==> src/rtl/sr_reg_bank.sv <==
// Bank of independent set/reset bits. Each bit has its own set/reset
// inputs and a selectable rule for the case where both are asserted.
// The active clock edge is chosen at build time. A registered change
// flag, a conflict flag and a saturating conflict counter are also kept.
module sr_reg_bank #(
  parameter int                WIDTH         = 8,
  parameter int                CONFLICT_MODE = 1,
  parameter int                NEG_EDGE      = 1,
  parameter int                CNT_W         = 8,
  parameter logic [WIDTH-1:0]  RST_VAL       = {WIDTH{1'b0}}
) (
  input  logic              clk,
  input  logic              rst,
  input  logic              en,
  input  logic [WIDTH-1:0]  s,
  input  logic [WIDTH-1:0]  r,
  input  logic              clr_cnt,
  output logic [WIDTH-1:0]  q,
  output logic [WIDTH-1:0]  qn,
  output logic              changed,
  output logic              conflict,
  output logic [CNT_W-1:0]  conflict_cnt
);

  // Unknown conflict modes fall back to hold.
  localparam int MODE = (CONFLICT_MODE >= 0 && CONFLICT_MODE <= 4) ? CONFLICT_MODE : 0;
  localparam logic [CNT_W-1:0] CNT_MAX = '1;

  logic [WIDTH-1:0] last;
  logic [WIDTH-1:0] q_nxt;
  logic [WIDTH-1:0] last_nxt;
  logic             changed_nxt;
  logic             conflict_nxt;
  logic [CNT_W-1:0] cnt_nxt;

  assign qn = ~q;

  // Next-state for every bit, the change/conflict flags and the counter.
  always_comb begin
    q_nxt    = q;
    last_nxt = last;
    if (en) begin
      for (int i = 0; i < WIDTH; i++) begin
        case ({s[i], r[i]})
          2'b01: begin
            q_nxt[i]    = 1'b0;
            last_nxt[i] = 1'b0;
          end
          2'b10: begin
            q_nxt[i]    = 1'b1;
            last_nxt[i] = 1'b1;
          end
          2'b11: begin
            case (MODE)
              1:       q_nxt[i] = 1'b1;
              2:       q_nxt[i] = 1'b0;
              3:       q_nxt[i] = ~q[i];
              4:       q_nxt[i] = last[i];
              default: q_nxt[i] = q[i];
            endcase
          end
          default: q_nxt[i] = q[i];
        endcase
      end
    end
    conflict_nxt = en & (|(s & r));
    changed_nxt  = (q_nxt != q);
    if (clr_cnt)
      cnt_nxt = '0;
    else if (conflict_nxt && (conflict_cnt != CNT_MAX))
      cnt_nxt = conflict_cnt + CNT_W'(1);
    else
      cnt_nxt = conflict_cnt;
  end

  generate
    if (NEG_EDGE != 0) begin : g_neg
      // State register on the falling edge; reset wins over everything.
      always_ff @(negedge clk) begin
        if (rst) begin
          q            <= RST_VAL;
          last         <= RST_VAL;
          changed      <= 1'b0;
          conflict     <= 1'b0;
          conflict_cnt <= '0;
        end else begin
          q            <= q_nxt;
          last         <= last_nxt;
          changed      <= changed_nxt;
          conflict     <= conflict_nxt;
          conflict_cnt <= cnt_nxt;
        end
      end
    end else begin : g_pos
      // State register on the rising edge; reset wins over everything.
      always_ff @(posedge clk) begin
        if (rst) begin
          q            <= RST_VAL;
          last         <= RST_VAL;
          changed      <= 1'b0;
          conflict     <= 1'b0;
          conflict_cnt <= '0;
        end else begin
          q            <= q_nxt;
          last         <= last_nxt;
          changed      <= changed_nxt;
          conflict     <= conflict_nxt;
          conflict_cnt <= cnt_nxt;
        end
      end
    end
  endgenerate

endmodule
==> config.mk <==
export PLATFORM = sky130hd
export DESIGN_NAME = sr_reg_bank
export DESIGN_NICKNAME = d
export VERILOG_FILES = /design/src/rtl/sr_reg_bank.sv
export SDC_FILE = /design/constraint.sdc
export NUM_CORES = 1
export LEC_CHECK = 0
export ABC_AREA = 1
export CORE_AREA = 5 5 55 57
export DETAILED_ROUTE_END_ITERATION = 8
export DIE_AREA = 0 0 60 62
export PLACE_DENSITY = 0.81
export SETUP_SLACK_MARGIN = 0.15
export SLEW_MARGIN = 5
export SYNTH_ARGS = -nofsm -noshare
export SYNTH_HDL_FRONTEND = slang
export SYNTH_SLANG_ARGS = --single-unit
==> constraint.sdc <==
create_clock -name clk -period 3.7 [get_ports clk]
set_input_delay 0.925 -clock clk [delete_from_list [all_inputs] [get_ports clk]]
set_output_delay 0.925 -clock clk [all_outputs]
set_load 0.05 [all_outputs]
==> qor.txt, run 1 <==
SYNTHESIS
-------------------------------------------------------------------------------------------------
Number of distinct library cell variants in the gate-level netlist after synthesis             19
Yosys warns                                                                                     0
Post-Synthesis Cells                                                                          156
Sequential share of the synthesized area                                                    0.343
Per-instance average area after synthesis                                               6.73 um^2
Post-synthesis register bit count                                                              18
Netlist area before placement                                                           1050 um^2
Synthesized net count                                                                         177

CLOCK NETWORK
-------------------------------------------------------------------------------------------------
CTS HTree Levels                                                                                1
Total of hold buffers inserted after clock tree synthesis                                       0
Cts bufs inserted                                                                               3
Buffer depth of the longest clock path                                                          2
Number of sinks on the clock net                                                               18
Root Buffer                                                                          sky130_fd_sc_hd__clkbuf_4

DIE
-------------------------------------------------------------------------------------------------
Floorplan row count                                                                            18
Io pins                                                                                        46
Die extent in x                                                                             60 um
Floorplan die height                                                                        62 um
Starting density of the core                                                                0.432

STATUS
-------------------------------------------------------------------------------------------------
Step where the flow halted                                                                5_1_grt
First Err                                                                            [ERROR DPL-0033] detailed placement checks failed during check placement.
Status                                                                               aborted with a tool error

STA
-------------------------------------------------------------------------------------------------
Category of the worst endpoint                                                       primary output
Last worst endpoint in the global-route repair_timing                                       qn[4]

GLOBAL ROUTING
-------------------------------------------------------------------------------------------------
Antenna violations before repair                                                                0
Maximum number of pins on one net before global-route repair                                   11

PLACED DESIGN
-------------------------------------------------------------------------------------------------
Final RePlAce weighted congestion                                                           0.834
I/O Buffers                                                                                    45
Sum of net half-perimeters after detailed placement                                       2700 um

## metrics by stage
| stage | instance area, um^2 | std cells | hold WS (ns) | setup WS (ns) | setup TNS [ns] |
|---|---|---|---|---|---|
| CTS | 2240 | 275 | 0.593 | -0.0526 | -0.160 |
| detailed placement | 1910 | 238 | 0.558 | -0.448 | -4.83 |
| global placement | 1910 | 238 | 0.537 | -0.338 | -3.72 |
| floorplan | 1090 | 156 | 0.643 | 0.105 | 0 |
## synth_stat cells
cell,number,area [um^2]
sky130_fd_sc_hd__inv_1,18,67.6
sky130_fd_sc_hd__nand2_2,2,12.5
sky130_fd_sc_hd__nand3_4,1,17.5
sky130_fd_sc_hd__xor2_1,1,8.76
sky130_fd_sc_hd__buf_2,2,10.0
sky130_fd_sc_hd__nand3_1,5,25.0
sky130_fd_sc_hd__nor2_1,15,56.3
sky130_fd_sc_hd__a21oi_1,23,115
sky130_fd_sc_hd__ha_1,1,12.5
sky130_fd_sc_hd__nand4_1,8,50.1
sky130_fd_sc_hd__nor3b_1,8,60.1
sky130_fd_sc_hd__nand2_1,40,150
sky130_fd_sc_hd__o21ai_0,2,10.0
sky130_fd_sc_hd__clkbuf_1,1,3.75
sky130_fd_sc_hd__nand2_4,1,11.3
sky130_fd_sc_hd__nand3b_1,7,52.6
sky130_fd_sc_hd__dfxtp_1,18,360
sky130_fd_sc_hd__nor2_4,1,11.3
sky130_fd_sc_hd__buf_4,2,15.0
## cell families after synthesis
logic type,count (synthesis),synth area share
AOI/OAI and AO/OA,25,0.119
DFF,18,0.343
buffers and inverters,23,0.0918
adders and majority gates,1,0.0119
xor gates and xnor gates,1,0.00834
and+or+nand+nor,88,0.425
## repair_timing
action	CTS
gates cloned	3
buffers inserted	14
endpoints found under the setup margin	36
resized for setup	68
pin swaps	15
==> inputs of run 2 (changes only) <==
- CORE_AREA: 5 5 55 57 -> 5 5 66 68
- DIE_AREA: 0 0 60 62 -> 0 0 71 73
- PLACE_DENSITY: 0.81 -> not set
- PLACE_DENSITY_LB_ADDON: not set -> 0.15
- SETUP_SLACK_MARGIN: 0.15 -> not set
==> run 2 against run 1 <==
Effect of this change:
- the run now ends clean
- area after synthesis unchanged
- synthesized cell count unchanged
==> qor.txt, run 2 <==
SYNTHESIS
-------------------------------------------------------------------------------------------------
Share of synthesized flip-flops with an asynchronous set or reset                               0   unchanged
Top_reg_cell synth                                                                   sky130_fd_sc_hd__dfxtp_1
Combinational family with the most area after synthesis                              simple AND/OR/NAND/NOR gates
Yosys warns                                                                                     0   unchanged
Per-instance average area after synthesis                                               6.73 um^2   unchanged
Adder and majority gate portion of the synthesized area                                    0.0119   unchanged
Sequential share of the synthesized area                                                    0.343   unchanged
Most common cell in the synthesized netlist                                          sky130_fd_sc_hd__nand2_1
Simple-gate share of the synthesized area                                                   0.426   unchanged
Xor and xnor fraction of the mapped netlist area                                          0.00834   unchanged
Largest cells by area after synthesis                                                sky130_fd_sc_hd__dfxtp_1 34%, sky130_fd_sc_hd__nand2_1 14%, sky130_fd_sc_hd__a21oi_1 11%
Netlist area before placement                                                           1050 um^2   unchanged
Compound-gate portion of the synthesized area                                               0.119   unchanged
Number of distinct library cell variants in the gate-level netlist after synthesis             19   unchanged
Post-synthesis register bit count                                                              18   unchanged
Multiplexer share of the synthesized area                                                       0   unchanged
Post-Synthesis Cells                                                                          156   unchanged
Cell taking the most area after synthesis                                            sky130_fd_sc_hd__dfxtp_1
Proportion of netlist area held by the largest area contributor                             0.343   unchanged
Synthesized net count                                                                         177   unchanged
Post-synth top cells                                                                 40 x sky130_fd_sc_hd__nand2_1, 23 x sky130_fd_sc_hd__a21oi_1, 18 x sky130_fd_sc_hd__dfxtp_1, 18 x sky130_fd_sc_hd__inv_1, 15 x sky130_fd_sc_hd__nor2_1
Number of enable-type register cells in the synthesized netlist                                 0   unchanged

STA
-------------------------------------------------------------------------------------------------
Final number of setup-violating endpoints                                                       0
Setup slack after layout                                                                0.0119 ns
Tightest slew margin relative to the limit                                                  0.802
Setup tns final                                                                              0 ns
Post-Route Skew                                                                        0.00878 ns
Transition at the pin with the smallest max-transition slack                             0.296 ns
RSZ-0062 raised after global routing                                                         true
Hold WS                                                                                  0.517 ns
Final Hold Violating Endpoints                                                                  0
Final Max Slew Viols                                                                            0

WORST SETUP PATH
-------------------------------------------------------------------------------------------------
Endpoint kind of the worst setup timing path                                             register
Largest delay contributor family on the critical path                                buffers and inverters
Data required, critical path                                                              2.10 ns
Slowest cell on the critical path                                                    sky130_fd_sc_hd__clkdlybuf4s50_1
Cell chain of the critical path                                                      clkdlybuf4s50_1 -> nand2_1 -> nand2_2 -> nor2_4 -> nand2_4 -> buf_6 -> nand4_1 -> a21oi_2
R2R cell count                                                                                  7
Kind of start point of the critical path                                               input port
Arrival @ worst endpoint                                                                  2.09 ns
Reg-to-Reg End                                                                       conflict_cnt[2]
Reg2reg start                                                                        conflict_cnt[1]
Register-to-register setup slack                                                          2.25 ns
CP bufs+invs                                                                                    2
Critical path peak fanout                                                                       6
Type of the worst setup path                                                         input port to register
Critical path launch point                                                                   r[4]
Delay of the slowest critical-path stage                                                  0.47 ns

DIE
-------------------------------------------------------------------------------------------------
Placeable core region                                                                   3800 um^2
Io pins                                                                                        46   unchanged
Die extent in x                                                                             71 um   +18%
Starting density of the core                                                                0.276   -0.155
Floorplan row count                                                                            23   +5
Die area                                                                                5180 um^2
Floorplan die height                                                                        73 um   +18%

HOLD PATH
-------------------------------------------------------------------------------------------------
Worst hold stages                                                                               2
End point of the most critical hold path                                             conflict_cnt[7]
Launch point of the worst hold path                                                  conflict_cnt[7]
Type of the worst min-delay path                                                     register to register

PWR
-------------------------------------------------------------------------------------------------
Pwr Density                                                                           284 nW/um^2
Static Leakage                                                                            1.08 nW
Design Power                                                                             0.647 mW
Worst ir drop on vdd                                                                     0.137 mV

PLACED DESIGN
-------------------------------------------------------------------------------------------------
Worst Setup Slack post-DPL                                                              -0.394 ns   +0.0536 ns
Cell count after placement                                                                    260   +9.2%
I/O Buffers                                                                                    45   unchanged
Final RePlAce weighted congestion                                                           0.860   +3.1%
Sum of net half-perimeters after detailed placement                                       2500 um   -7.2%

CELLS AND AREA
-------------------------------------------------------------------------------------------------
Antenna diode count                                                                             0
Most common cell after layout, fill and taps aside                                   sky130_fd_sc_hd__nand2_1
Largest registers                                                                    conflict_cnt: 8 flops, q: 8 flops
Layout Area Growth over Synthesis                                                            117%
Final Non-Filler Cells                                                                        290
Fraction of layout cells with a size suffix above 1                                         0.433
Highest-count cells in the layout ignoring fill and taps                             33 x sky130_fd_sc_hd__nand2_1, 27 x sky130_fd_sc_hd__inv_1, 27 x sky130_fd_sc_hd__buf_12
Final Net Count                                                                               262

CLOCK NETWORK
-------------------------------------------------------------------------------------------------
Clock tree from TritonCTS                                                                     yes
Number of sinks on the clock net                                                               18   unchanged
Worst-Skew Late Latency                                                                   0.32 ns
Cts bufs inserted                                                                               3   unchanged
Buffer depth of the longest clock path                                                          2   unchanged
Root Buffer                                                                          sky130_fd_sc_hd__clkbuf_8
CTS clk-pin slew, worst paths                                                             0.04 ns
CTS HTree Levels                                                                                1   unchanged

ROUTING
-------------------------------------------------------------------------------------------------
Number of DRC violations after detailed routing                                                 0
Mean number of vias per cell                                                                 4.68
DRC violation total after the first TritonRoute iteration                                      44
Mean routed wirelength per cell                                                           12.3 um
Routed vias                                                                                 1,358
Count of antenna-violating nets left after detailed routing                                     0
Total wirelength of the detailed-routed design                                            3550 um
Number of iterations in the first detailed-routing pass                                         4

FLOW RUN
-------------------------------------------------------------------------------------------------
MaxCap Viol Count                                                                               0

GLOBAL ROUTING
-------------------------------------------------------------------------------------------------
Total routing resource utilization after global routing                                     0.138
Vias in the first global route                                                              1,415
Antenna violations before repair                                                                0
Global-route wire length before repair                                                    5900 um
Maximum number of pins on one net before global-route repair                                   12
Global route overflow                                                                           0

STATUS
-------------------------------------------------------------------------------------------------
Status                                                                               finished clean

==> run 2: cell counts after synthesis <==
Identical to the previous run, type by type.
==> run 2: final cells by class <==
type	instances	area [um^2]
Tap cell	50	62.6
Sequential cell	18	400
Inverter	17	68.8
Timing Repair Buffer	66	925
Multi-Input combinational cell	117	707
Clock buffer	3	41.3
Clock inverter	19	72.6
Fill cell	351	1520
==> run 2: repair_timing <==
action | in CTS | in global routing
setup endpoints to repair | 19 | 20
hold buffers | 0 | 0
pin swaps | 9 | 14
gates resized for setup | 27 | 44
buffers inserted | 5 | 1
gates cloned | 3 | 0
==> run 2: kinds of logic (layout without fill, tap and decap cells) <==
logic type / Yosys count / count (layout)
and+or+nand+nor: 88 / 90
AOI/OAI and AO/OA: 25 / 25
buffers and inverters: 23 / 105
DFF: 18 / 18
adders and majority gates: 1 / 1
xor gates and xnor gates: 1 / 1
==> run 2: worst register-to-register path, cell delays in order, from the launching register on <==
cell and delay, ns:
sky130_fd_sc_hd__dfxtp_2 0.38, sky130_fd_sc_hd__ha_1 0.25, sky130_fd_sc_hd__nand3_1 0.15, sky130_fd_sc_hd__nor2_4 0.14, sky130_fd_sc_hd__nand2_4 0.11, sky130_fd_sc_hd__nand3_4 0.14, sky130_fd_sc_hd__nand2_2 0.07, sky130_fd_sc_hd__a21oi_2 0.14
==> run 2: through the flow <==
stage	area, um^2	util
after CTS	2170	0.571
after global placement	1920	0.506
final	2280	0.599
after floorplan	1060	-
after global routing	2280	0.599
after detailed placement	1920	0.506
==> run 2: report_power, final <==
part	internal (mW)	leakage [nW]	switching, mW
registers	0.202	0.156	0.0133
logic	0.107	0.809	0.106
clock network	0.0999	0.118	0.120
total	0.409	1.08	0.239
==> run 2: layer usage <==
| metal | global-route usage | routed length, um | up-vias | part of all wire |
|---|---|---|---|---|
| li1 | - | - | 685 | - |
| met1 | 0.152 | 1420 | 631 | 0.40 |
| met2 | 0.240 | 1890 | 38 | 0.53 |
| met3 | 0.0482 | 198 | 4 | 0.056 |
| met4 | 0.0647 | 51 | 0 | 0.014 |
| met5 | 0 | 0 | - | 0 |
==> run 2: worst max path at each step <==
stage | to | slack [ns] | cells past startpoint
finish | conflict_cnt[6] | 0.01 | 8
detailed placement | conflict_cnt[2] | -0.39 | 8
CTS | qn[1] | 0.002 | 2
global route | qn[0] | -0.01 | 2
floorplan | changed | 0.05 | 8
global placement | changed | -0.39 | 8
No activity file was read; power rests on OpenSTA's default activity.
